$ cat src/rtl/stopwatch_pkg.sv
// stopwatch_pkg
// Shared definitions for the stopwatch counter slice: the run/stop/clear
// state encoding, the default digit-pair limits and the BCD digit width.
// No ports; imported by bcd_pair_counter and stopwatch_counter.
package stopwatch_pkg;

  typedef enum logic [1:0] {
    ST_IDLE = 2'd0,
    ST_RUN  = 2'd1,
    ST_STOP = 2'd2
  } state_e;

  localparam int CES_MAX_DEFAULT = 99;
  localparam int SEC_MAX_DEFAULT = 59;
  localparam int MIN_MAX_DEFAULT = 59;

  localparam int BCD_W = 4;

  typedef logic [BCD_W-1:0] bcd_t;

  // Next state for a start_stop press: IDLE and STOP both start running,
  // RUN pauses.
  function automatic state_e next_on_start_stop(input state_e s);
    state_e n;
    case (s)
      ST_IDLE: n = ST_RUN;
      ST_RUN:  n = ST_STOP;
      ST_STOP: n = ST_RUN;
      default: n = ST_IDLE;
    endcase
    return n;
  endfunction

endpackage

$ cat src/rtl/bcd_pair_counter.sv
// bcd_pair_counter
// Two-digit BCD counter (tens/units) that rolls over to 00 after MAX.
// Parameters:
//   MAX    - last value before rollover (e.g. 59 or 99)
// Ports:
//   clk    - system clock
//   res    - asynchronous active-high reset, clears both digits
//   inc    - advance the pair by one this cycle
//   clr    - synchronous clear to 00 (wins over inc)
//   tens   - registered tens digit
//   units  - registered units digit
//   carry  - combinational: inc while the pair sits at MAX, i.e. the pair
//            rolls this cycle; chains into the next pair's inc so the
//            whole carry ripple settles within one clock
module bcd_pair_counter
  import stopwatch_pkg::*;
#(
  parameter int MAX = 99
) (
  input  logic clk,
  input  logic res,
  input  logic inc,
  input  logic clr,
  output bcd_t tens,
  output bcd_t units,
  output logic carry
);

  localparam bcd_t TENS_MAX  = BCD_W'(MAX / 10);
  localparam bcd_t UNITS_MAX = BCD_W'(MAX % 10);

  bcd_t tens_q, tens_d;
  bcd_t units_q, units_d;
  logic at_max;

  assign at_max = (tens_q == TENS_MAX) && (units_q == UNITS_MAX);
  assign carry  = inc && at_max && !clr;

  // Units roll 9->0 with a bump into tens; the whole pair returns to 00
  // once it reaches MAX, so tens can never pass its limit.
  always_comb begin
    tens_d  = tens_q;
    units_d = units_q;
    if (clr) begin
      tens_d  = '0;
      units_d = '0;
    end else if (inc) begin
      if (at_max) begin
        tens_d  = '0;
        units_d = '0;
      end else if (units_q == BCD_W'(9)) begin
        units_d = '0;
        tens_d  = tens_q + BCD_W'(1);
      end else begin
        units_d = units_q + BCD_W'(1);
      end
    end
  end

  always_ff @(posedge clk or posedge res) begin
    if (res) begin
      tens_q  <= '0;
      units_q <= '0;
    end else begin
      tens_q  <= tens_d;
      units_q <= units_d;
    end
  end

  assign tens  = tens_q;
  assign units = units_q;

endmodule

$ cat src/rtl/stopwatch_counter.sv
// stopwatch_counter
// Stopwatch core: counts 100 Hz tick pulses into MM:SS.CC BCD digits and
// runs an IDLE/RUN/STOP state machine from debounced button pulses. The
// digits feed the display SPI driver, which latches them on `update`.
// Optional feature macro: STOPWATCH_LAP_EN (lap freeze of the display).
// Parameters:
//   CES_MAX / SEC_MAX / MIN_MAX - last value of each digit pair
// Ports:
//   clk, res         - clock, asynchronous active-high reset
//   tick             - 100 Hz enable, one clk wide
//   start_stop       - button pulse: IDLE->RUN, RUN->STOP, STOP->RUN
//   clear            - button pulse: back to IDLE with zeroed digits
//   lap              - button pulse: freeze/unfreeze display (lap build)
//   min_X0..ces_0X   - presented BCD digits
//   running          - high while in RUN
//   update           - one-cycle strobe, presented digits changed
//   wrap             - one-cycle strobe on rollover past the last minute
//   lap_active       - high while the display is frozen
module stopwatch_counter
  import stopwatch_pkg::*;
#(
  parameter int CES_MAX = CES_MAX_DEFAULT,
  parameter int SEC_MAX = SEC_MAX_DEFAULT,
  parameter int MIN_MAX = MIN_MAX_DEFAULT
) (
  input  logic       clk,
  input  logic       res,
  input  logic       tick,
  input  logic       start_stop,
  input  logic       clear,
  input  logic       lap,
  output logic [2:0] min_X0,
  output logic [3:0] min_0X,
  output logic [2:0] sec_X0,
  output logic [3:0] sec_0X,
  output logic [3:0] ces_X0,
  output logic [3:0] ces_0X,
  output logic       running,
  output logic       update,
  output logic       wrap,
  output logic       lap_active
);

  state_e state_q, state_d;
  logic   running_q, running_d;
  logic   update_q, update_d;
  logic   wrap_q, wrap_d;
  logic   frozen_q, frozen_d;
  logic   unfreeze;
  logic   count_en;

  bcd_t ces_t, ces_u, sec_t, sec_u, min_t, min_u;
  logic ces_carry, sec_carry, min_carry;

  bcd_t ces_t_disp, ces_u_disp, sec_t_disp, sec_u_disp, min_t_disp, min_u_disp;

  // clear outranks everything, so a tick arriving alongside it is dropped.
  assign count_en = (state_q == ST_RUN) && tick && !clear;

  bcd_pair_counter #(.MAX(CES_MAX)) u_ces (
    .clk   (clk),
    .res   (res),
    .inc   (count_en),
    .clr   (clear),
    .tens  (ces_t),
    .units (ces_u),
    .carry (ces_carry)
  );

  bcd_pair_counter #(.MAX(SEC_MAX)) u_sec (
    .clk   (clk),
    .res   (res),
    .inc   (ces_carry),
    .clr   (clear),
    .tens  (sec_t),
    .units (sec_u),
    .carry (sec_carry)
  );

  bcd_pair_counter #(.MAX(MIN_MAX)) u_min (
    .clk   (clk),
    .res   (res),
    .inc   (sec_carry),
    .clr   (clear),
    .tens  (min_t),
    .units (min_u),
    .carry (min_carry)
  );

`ifdef STOPWATCH_LAP_EN
  // Captured digits shown while frozen; the live counters keep running.
  bcd_t cap_ces_t_q, cap_ces_u_q, cap_sec_t_q, cap_sec_u_q, cap_min_t_q, cap_min_u_q;
  bcd_t cap_ces_t_d, cap_ces_u_d, cap_sec_t_d, cap_sec_u_d, cap_min_t_d, cap_min_u_d;
  logic lap_toggle;
  logic capture;

  // lap only acts in RUN; stopping while frozen leaves the freeze in place
  // until clear or a later lap press back in RUN.
  always_comb begin
    lap_toggle  = lap && (state_q == ST_RUN) && !clear;
    capture     = lap_toggle && !frozen_q;
    unfreeze    = lap_toggle && frozen_q;
    frozen_d    = frozen_q;
    if (clear) begin
      frozen_d = 1'b0;
    end else if (lap_toggle) begin
      frozen_d = !frozen_q;
    end
    cap_ces_t_d = cap_ces_t_q;
    cap_ces_u_d = cap_ces_u_q;
    cap_sec_t_d = cap_sec_t_q;
    cap_sec_u_d = cap_sec_u_q;
    cap_min_t_d = cap_min_t_q;
    cap_min_u_d = cap_min_u_q;
    // Capture the digits currently on display, so freezing never changes
    // what the driver sees.
    if (capture) begin
      cap_ces_t_d = ces_t;
      cap_ces_u_d = ces_u;
      cap_sec_t_d = sec_t;
      cap_sec_u_d = sec_u;
      cap_min_t_d = min_t;
      cap_min_u_d = min_u;
    end
  end

  assign ces_t_disp = frozen_q ? cap_ces_t_q : ces_t;
  assign ces_u_disp = frozen_q ? cap_ces_u_q : ces_u;
  assign sec_t_disp = frozen_q ? cap_sec_t_q : sec_t;
  assign sec_u_disp = frozen_q ? cap_sec_u_q : sec_u;
  assign min_t_disp = frozen_q ? cap_min_t_q : min_t;
  assign min_u_disp = frozen_q ? cap_min_u_q : min_u;
`else
  logic unused_lap;

  assign unused_lap = lap;
  assign frozen_d   = 1'b0;
  assign unfreeze   = 1'b0;

  assign ces_t_disp = ces_t;
  assign ces_u_disp = ces_u;
  assign sec_t_disp = sec_t;
  assign sec_u_disp = sec_u;
  assign min_t_disp = min_t;
  assign min_u_disp = min_u;
`endif

  // Next-state and strobe logic. update fires on a visible count, on clear
  // and on unfreeze; a count while frozen changes nothing on the display.
  always_comb begin
    state_d = state_q;
    if (clear) begin
      state_d = ST_IDLE;
    end else if (start_stop) begin
      state_d = next_on_start_stop(state_q);
    end
    running_d = (state_d == ST_RUN);
    wrap_d    = min_carry;
    update_d  = clear || (count_en && !frozen_d) || unfreeze;
  end

  // Single state register with registered status outputs.
  always_ff @(posedge clk or posedge res) begin
    if (res) begin
      state_q   <= ST_IDLE;
      running_q <= 1'b0;
      update_q  <= 1'b0;
      wrap_q    <= 1'b0;
      frozen_q  <= 1'b0;
`ifdef STOPWATCH_LAP_EN
      cap_ces_t_q <= '0;
      cap_ces_u_q <= '0;
      cap_sec_t_q <= '0;
      cap_sec_u_q <= '0;
      cap_min_t_q <= '0;
      cap_min_u_q <= '0;
`endif
    end else begin
      state_q   <= state_d;
      running_q <= running_d;
      update_q  <= update_d;
      wrap_q    <= wrap_d;
      frozen_q  <= frozen_d;
`ifdef STOPWATCH_LAP_EN
      cap_ces_t_q <= cap_ces_t_d;
      cap_ces_u_q <= cap_ces_u_d;
      cap_sec_t_q <= cap_sec_t_d;
      cap_sec_u_q <= cap_sec_u_d;
      cap_min_t_q <= cap_min_t_d;
      cap_min_u_q <= cap_min_u_d;
`endif
    end
  end

  // Minute and second tens never exceed 5, so only three bits leave.
  logic unused_tens_msb;
  assign unused_tens_msb = min_t_disp[3] | sec_t_disp[3];

  assign min_X0     = min_t_disp[2:0];
  assign min_0X     = min_u_disp;
  assign sec_X0     = sec_t_disp[2:0];
  assign sec_0X     = sec_u_disp;
  assign ces_X0     = ces_t_disp;
  assign ces_0X     = ces_u_disp;
  assign running    = running_q;
  assign update     = update_q;
  assign wrap       = wrap_q;
  assign lap_active = frozen_q;

endmodule
$ cat config.mk
export PLATFORM = sky130hd
export DESIGN_NAME = stopwatch_counter
export DESIGN_NICKNAME = d
export VERILOG_FILES = /design/src/rtl/stopwatch_pkg.sv /design/src/rtl/bcd_pair_counter.sv /design/src/rtl/stopwatch_counter.sv
export SDC_FILE = /design/constraint.sdc
export NUM_CORES = 1
export LEC_CHECK = 0
export ABC_AREA = 1
export ABC_CLOCK_PERIOD_IN_PS = 1700
export CAP_MARGIN = 0
export CORE_MARGIN = 2
export CORE_UTILIZATION = 37
export DETAILED_ROUTE_END_ITERATION = 16
export HOLD_SLACK_MARGIN = 0.08
export RECOVER_POWER = 100
export SYNTH_ARGS = -nofsm -noshare
export SYNTH_HDL_FRONTEND = slang
export SYNTH_SLANG_ARGS = --single-unit
$ cat constraint.sdc
create_clock -name clk -period 1.7 [get_ports clk]
set_input_delay 0.255 -clock clk [delete_from_list [all_inputs] [get_ports clk]]
set_output_delay 0.255 -clock clk [all_outputs]
set_load 0.02 [all_outputs]
==> results of run 1 <==
-- layer usage --
metal | vias up | GRT usage
met1 | 693 | 0.199
met3 | 6 | 0.0417
li1 | 782 | -
met5 | - | 0
met2 | 36 | 0.224
met4 | 0 | 0.0782
-- power by group --
part	internal (mW)	switching [mW]	leakage, nW
registers	0.813	0.164	0.381
logic	0.356	0.406	0.661
clock network	0.321	0.253	0.0443
-- worst min-delay path: stages, from the launching register on --
cell	delay (ps)
dfrtp_1	360
nand2_1	60
nand2_1	50
-- registers in the layout (all words and copies together) (netlist names) --
signal / count
u_sec.tens: 4
u_ces.tens: 4
state_q: 2
u_ces.units: 4
wrap: 1
u_min.tens: 4
running: 1
u_min.units: 4
update: 1
u_sec.units: 4
-- final cells by class --
cell class	count	area (µm²)
Fill cell	442	2270
Multi-Input combinational cell	162	833
Sequential cell	29	726
Timing Repair Buffer	41	372
Inverter	24	90.1
Clock buffer	7	86.3
Tap cell	52	65.1
-- through the flow --
stage | power (mW) | worst slack, ps | util | instance area [µm²] | hold slack [ps]
after floorplan | 1.52 | 217 | - | 1730 | 333
after global placement | 1.75 | 48.0 | 0.473 | 2100 | 483
after detailed placement | 1.77 | 42.0 | 0.473 | 2100 | 493
after CTS | 2.36 | 43.3 | 0.492 | 2190 | 362
after global routing | 2.47 | 13.3 | 0.489 | 2170 | 553
final | 2.31 | 58.8 | 0.489 | 2170 | 505
-- cell families after synthesis --
kind of cell,share of synthesized area
buffers and inverters,0.0961
XOR/XNOR,0.0304
adder cells (fa/ha/maj),0.0578
other,0.00217
flip-flops,0.419
AND/OR/NAND/NOR,0.333
multiplexers,0.00578
AO/OA/AOI/OAI,0.0556
-- cells in the mapped netlist (2+ instances only) --
| master | count |
|---|---|
| xnor2_1 | 3 |
| nand3_1 | 18 |
| nand2_2 | 5 |
| inv_2 | 2 |
| o21ai_1 | 3 |
| dfrtp_1 | 29 |
| o21ai_0 | 8 |
| nand4_1 | 4 |
| ha_1 | 8 |
| buf_4 | 8 |
| a21oi_1 | 2 |
| xor2_1 | 3 |
| nor2_4 | 2 |
| nand3_2 | 2 |
| nor2_1 | 27 |
| o21ai_2 | 2 |
| nor3_1 | 4 |
| nand2_1 | 63 |
| inv_1 | 22 |
-- what timing repair did --
| action | CTS | global route |
|---|---|---|
| buffers inserted | 0 | 0 |
| gates resized for setup | 0 | 1 |
| setup endpoints to repair | 0 | 4 |
-- final timing paths --
| path | endpoint | slack, ps | cells past startpoint |
|---|---|---|---|
| min in group asynchronous | u_sec.units[0]$_DFFE_PP0P_ | 610 | 3 |
| min | u_min.tens[3]$_DFFE_PP0P_ | 500 | 2 |
| min reg2reg | u_min.tens[3]$_DFFE_PP0P_ | 500 | 2 |
| max | ces_0X[0] | 60 | 1 |
| max reg2reg | u_min.tens[3]$_DFFE_PP0P_ | 170 | 8 |
| max in group asynchronous | u_min.tens[2]$_DFFE_PP0P_ | 620 | 3 |
==> flow_summary.yaml, run 1 <==
yosys:
  ys.flop_type: "dfrtp_1"
  synth_area_leaders: "dfrtp_1 (42%), nand2_1 (14%), nor2_1 (5.9%)"
  ys_async_sr_fraction: 1.00
  syn_inst: 225
  syn_area_per_cell_um2: 7.70
  synth_nets: 239
  synth_area_leader_cell: "dfrtp_1"
  yosys_warnings: 0
  synth_top_area_share: 0.419
  yosysSeqAreaShare: 0.419
  synth_cell_types: 29
  synth_area_um2: 1730
  synth_edf_count: 0
  ys_ff_latch: 29
status:
  outcome: "completed"
routing:
  dr_wl_met3_um: 169
  drt-total-wl_um: 3600
  drtPass1Iterations: 4
  drtAntennaViolNets: 0
  dr_wl_met2_um: 1620
  drt_iter0_markers: 78
  top_layer: "met4"
  drc_errors: 0
  route.vias.total: 1517
  avgViaCountPerCell: 4.82
  met1_length_um: 1760
  wl_per_cell_um: 11.4
hold_path:
  min_path_type: "reg -> reg"
  min_from: "u_min.tens[3]$_DFFE_PP0P_"
layout:
  final_cells: 315
  insertedDiodeCount: 0
  nets: 277
  layout_commonest_cell: "nand2_1"
  syn_to_final_growth_pct: 25.4
  drive_gt1_frac: 0.118
  layout_common_cells: "nand2_1 (63), dfrtp_1 (29), nor2_1 (26)"
sta:
  rsz0062_at_grt: "false"
  timing.final.crit_period_ps: 1640
  fmax_ghz: 0.609
  slew_headroom: 0.514
  post-route-period-util: 0.965
  worst_pin_slew_ps: 729
  skew_ps: 4.38
  final_max_slew_viol_count: 0
  setup_viol: 0
  tns_ps: 0
  hold_viol: 0
floorplanning:
  ioPinCount: 32
  die_w_um: 72.4
  initial_core_util: 0.390
  row_count: 24
  die-area_um2: 5240
  die_h_um: 72.4
  core_um2: 4440
placement:
  io_buffers: 29
  dp_cells: 308
  dp_hpwl_um: 2600
  gp_congestion: 0.740
power:
  ir_drop_v: 0.000421
  p_leak_nw: 1.09
  cellPowerDensity_nw_per_um2: 1070
critical_path:
  start_kind: "flop"
  crit_start: "u_ces.units[0]$_DFFE_PP0P_"
  crit_chain: "clkdlybuf4s50_1"
  cp-end-kind: "output pin"
  slowest_stage: "clkdlybuf4s50_1"
  cp_num_buf_inv: 1
  arrival_ps: 1390
  worstReg2RegStart: "u_ces.tens[1]$_DFFE_PP0P_"
  cpLargestDelayFamily: "buffers and inverters"
  critPathKind: "reg -> out"
  worstPathRequired_ps: 1440
  path_max_fanout: 6
  max_stage_delay_ps: 650
clock_tree:
  cts_hold_buffers: 0
  cts_tree: "done"
  clkSinkCount: 29
  clkLatencyLatePin_ps: 280
  clk_pin_slew_ps: 60
  htreeDepth: 2
  numCtsBuffers: 5
  root_buffer: "clkbuf_8"
  clock_path_buffers: 2
global_route:
  track_usage: 0.150
  overflow: 0
  grt_pass1_vias: 1401
  antenna_found_initial: 0
  grt_pass1_wl_um: 6110
  grt_max_degree: 30
run:
  max_cap_viol_count: 0
Note: power is estimated with default switching activity, not from simulation.
==> inputs of run 2 (changes only) <==
--- a/config.mk
+++ b/config.mk
@@ -13,6 +13,7 @@
 export DETAILED_ROUTE_END_ITERATION = 16
 export HOLD_SLACK_MARGIN = 0.08
 export RECOVER_POWER = 100
+export SLEW_MARGIN = 20
 export SYNTH_ARGS = -nofsm -noshare
 export SYNTH_HDL_FRONTEND = slang
 export SYNTH_SLANG_ARGS = --single-unit
==> results of run 2 <==
No change in the layout: final DEF, timing and power equal those of run 1.
==> inputs of run 3 (changes only) <==
--- a/config.mk
+++ b/config.mk
@@ -13,6 +13,7 @@
 export DETAILED_ROUTE_END_ITERATION = 16
 export HOLD_SLACK_MARGIN = 0.08
 export RECOVER_POWER = 100
+export SKIP_CTS_REPAIR_TIMING = 1
 export SLEW_MARGIN = 20
 export SYNTH_ARGS = -nofsm -noshare
 export SYNTH_HDL_FRONTEND = slang
==> results of run 3 <==
No change in the layout: final DEF, timing and power equal those of run 1.
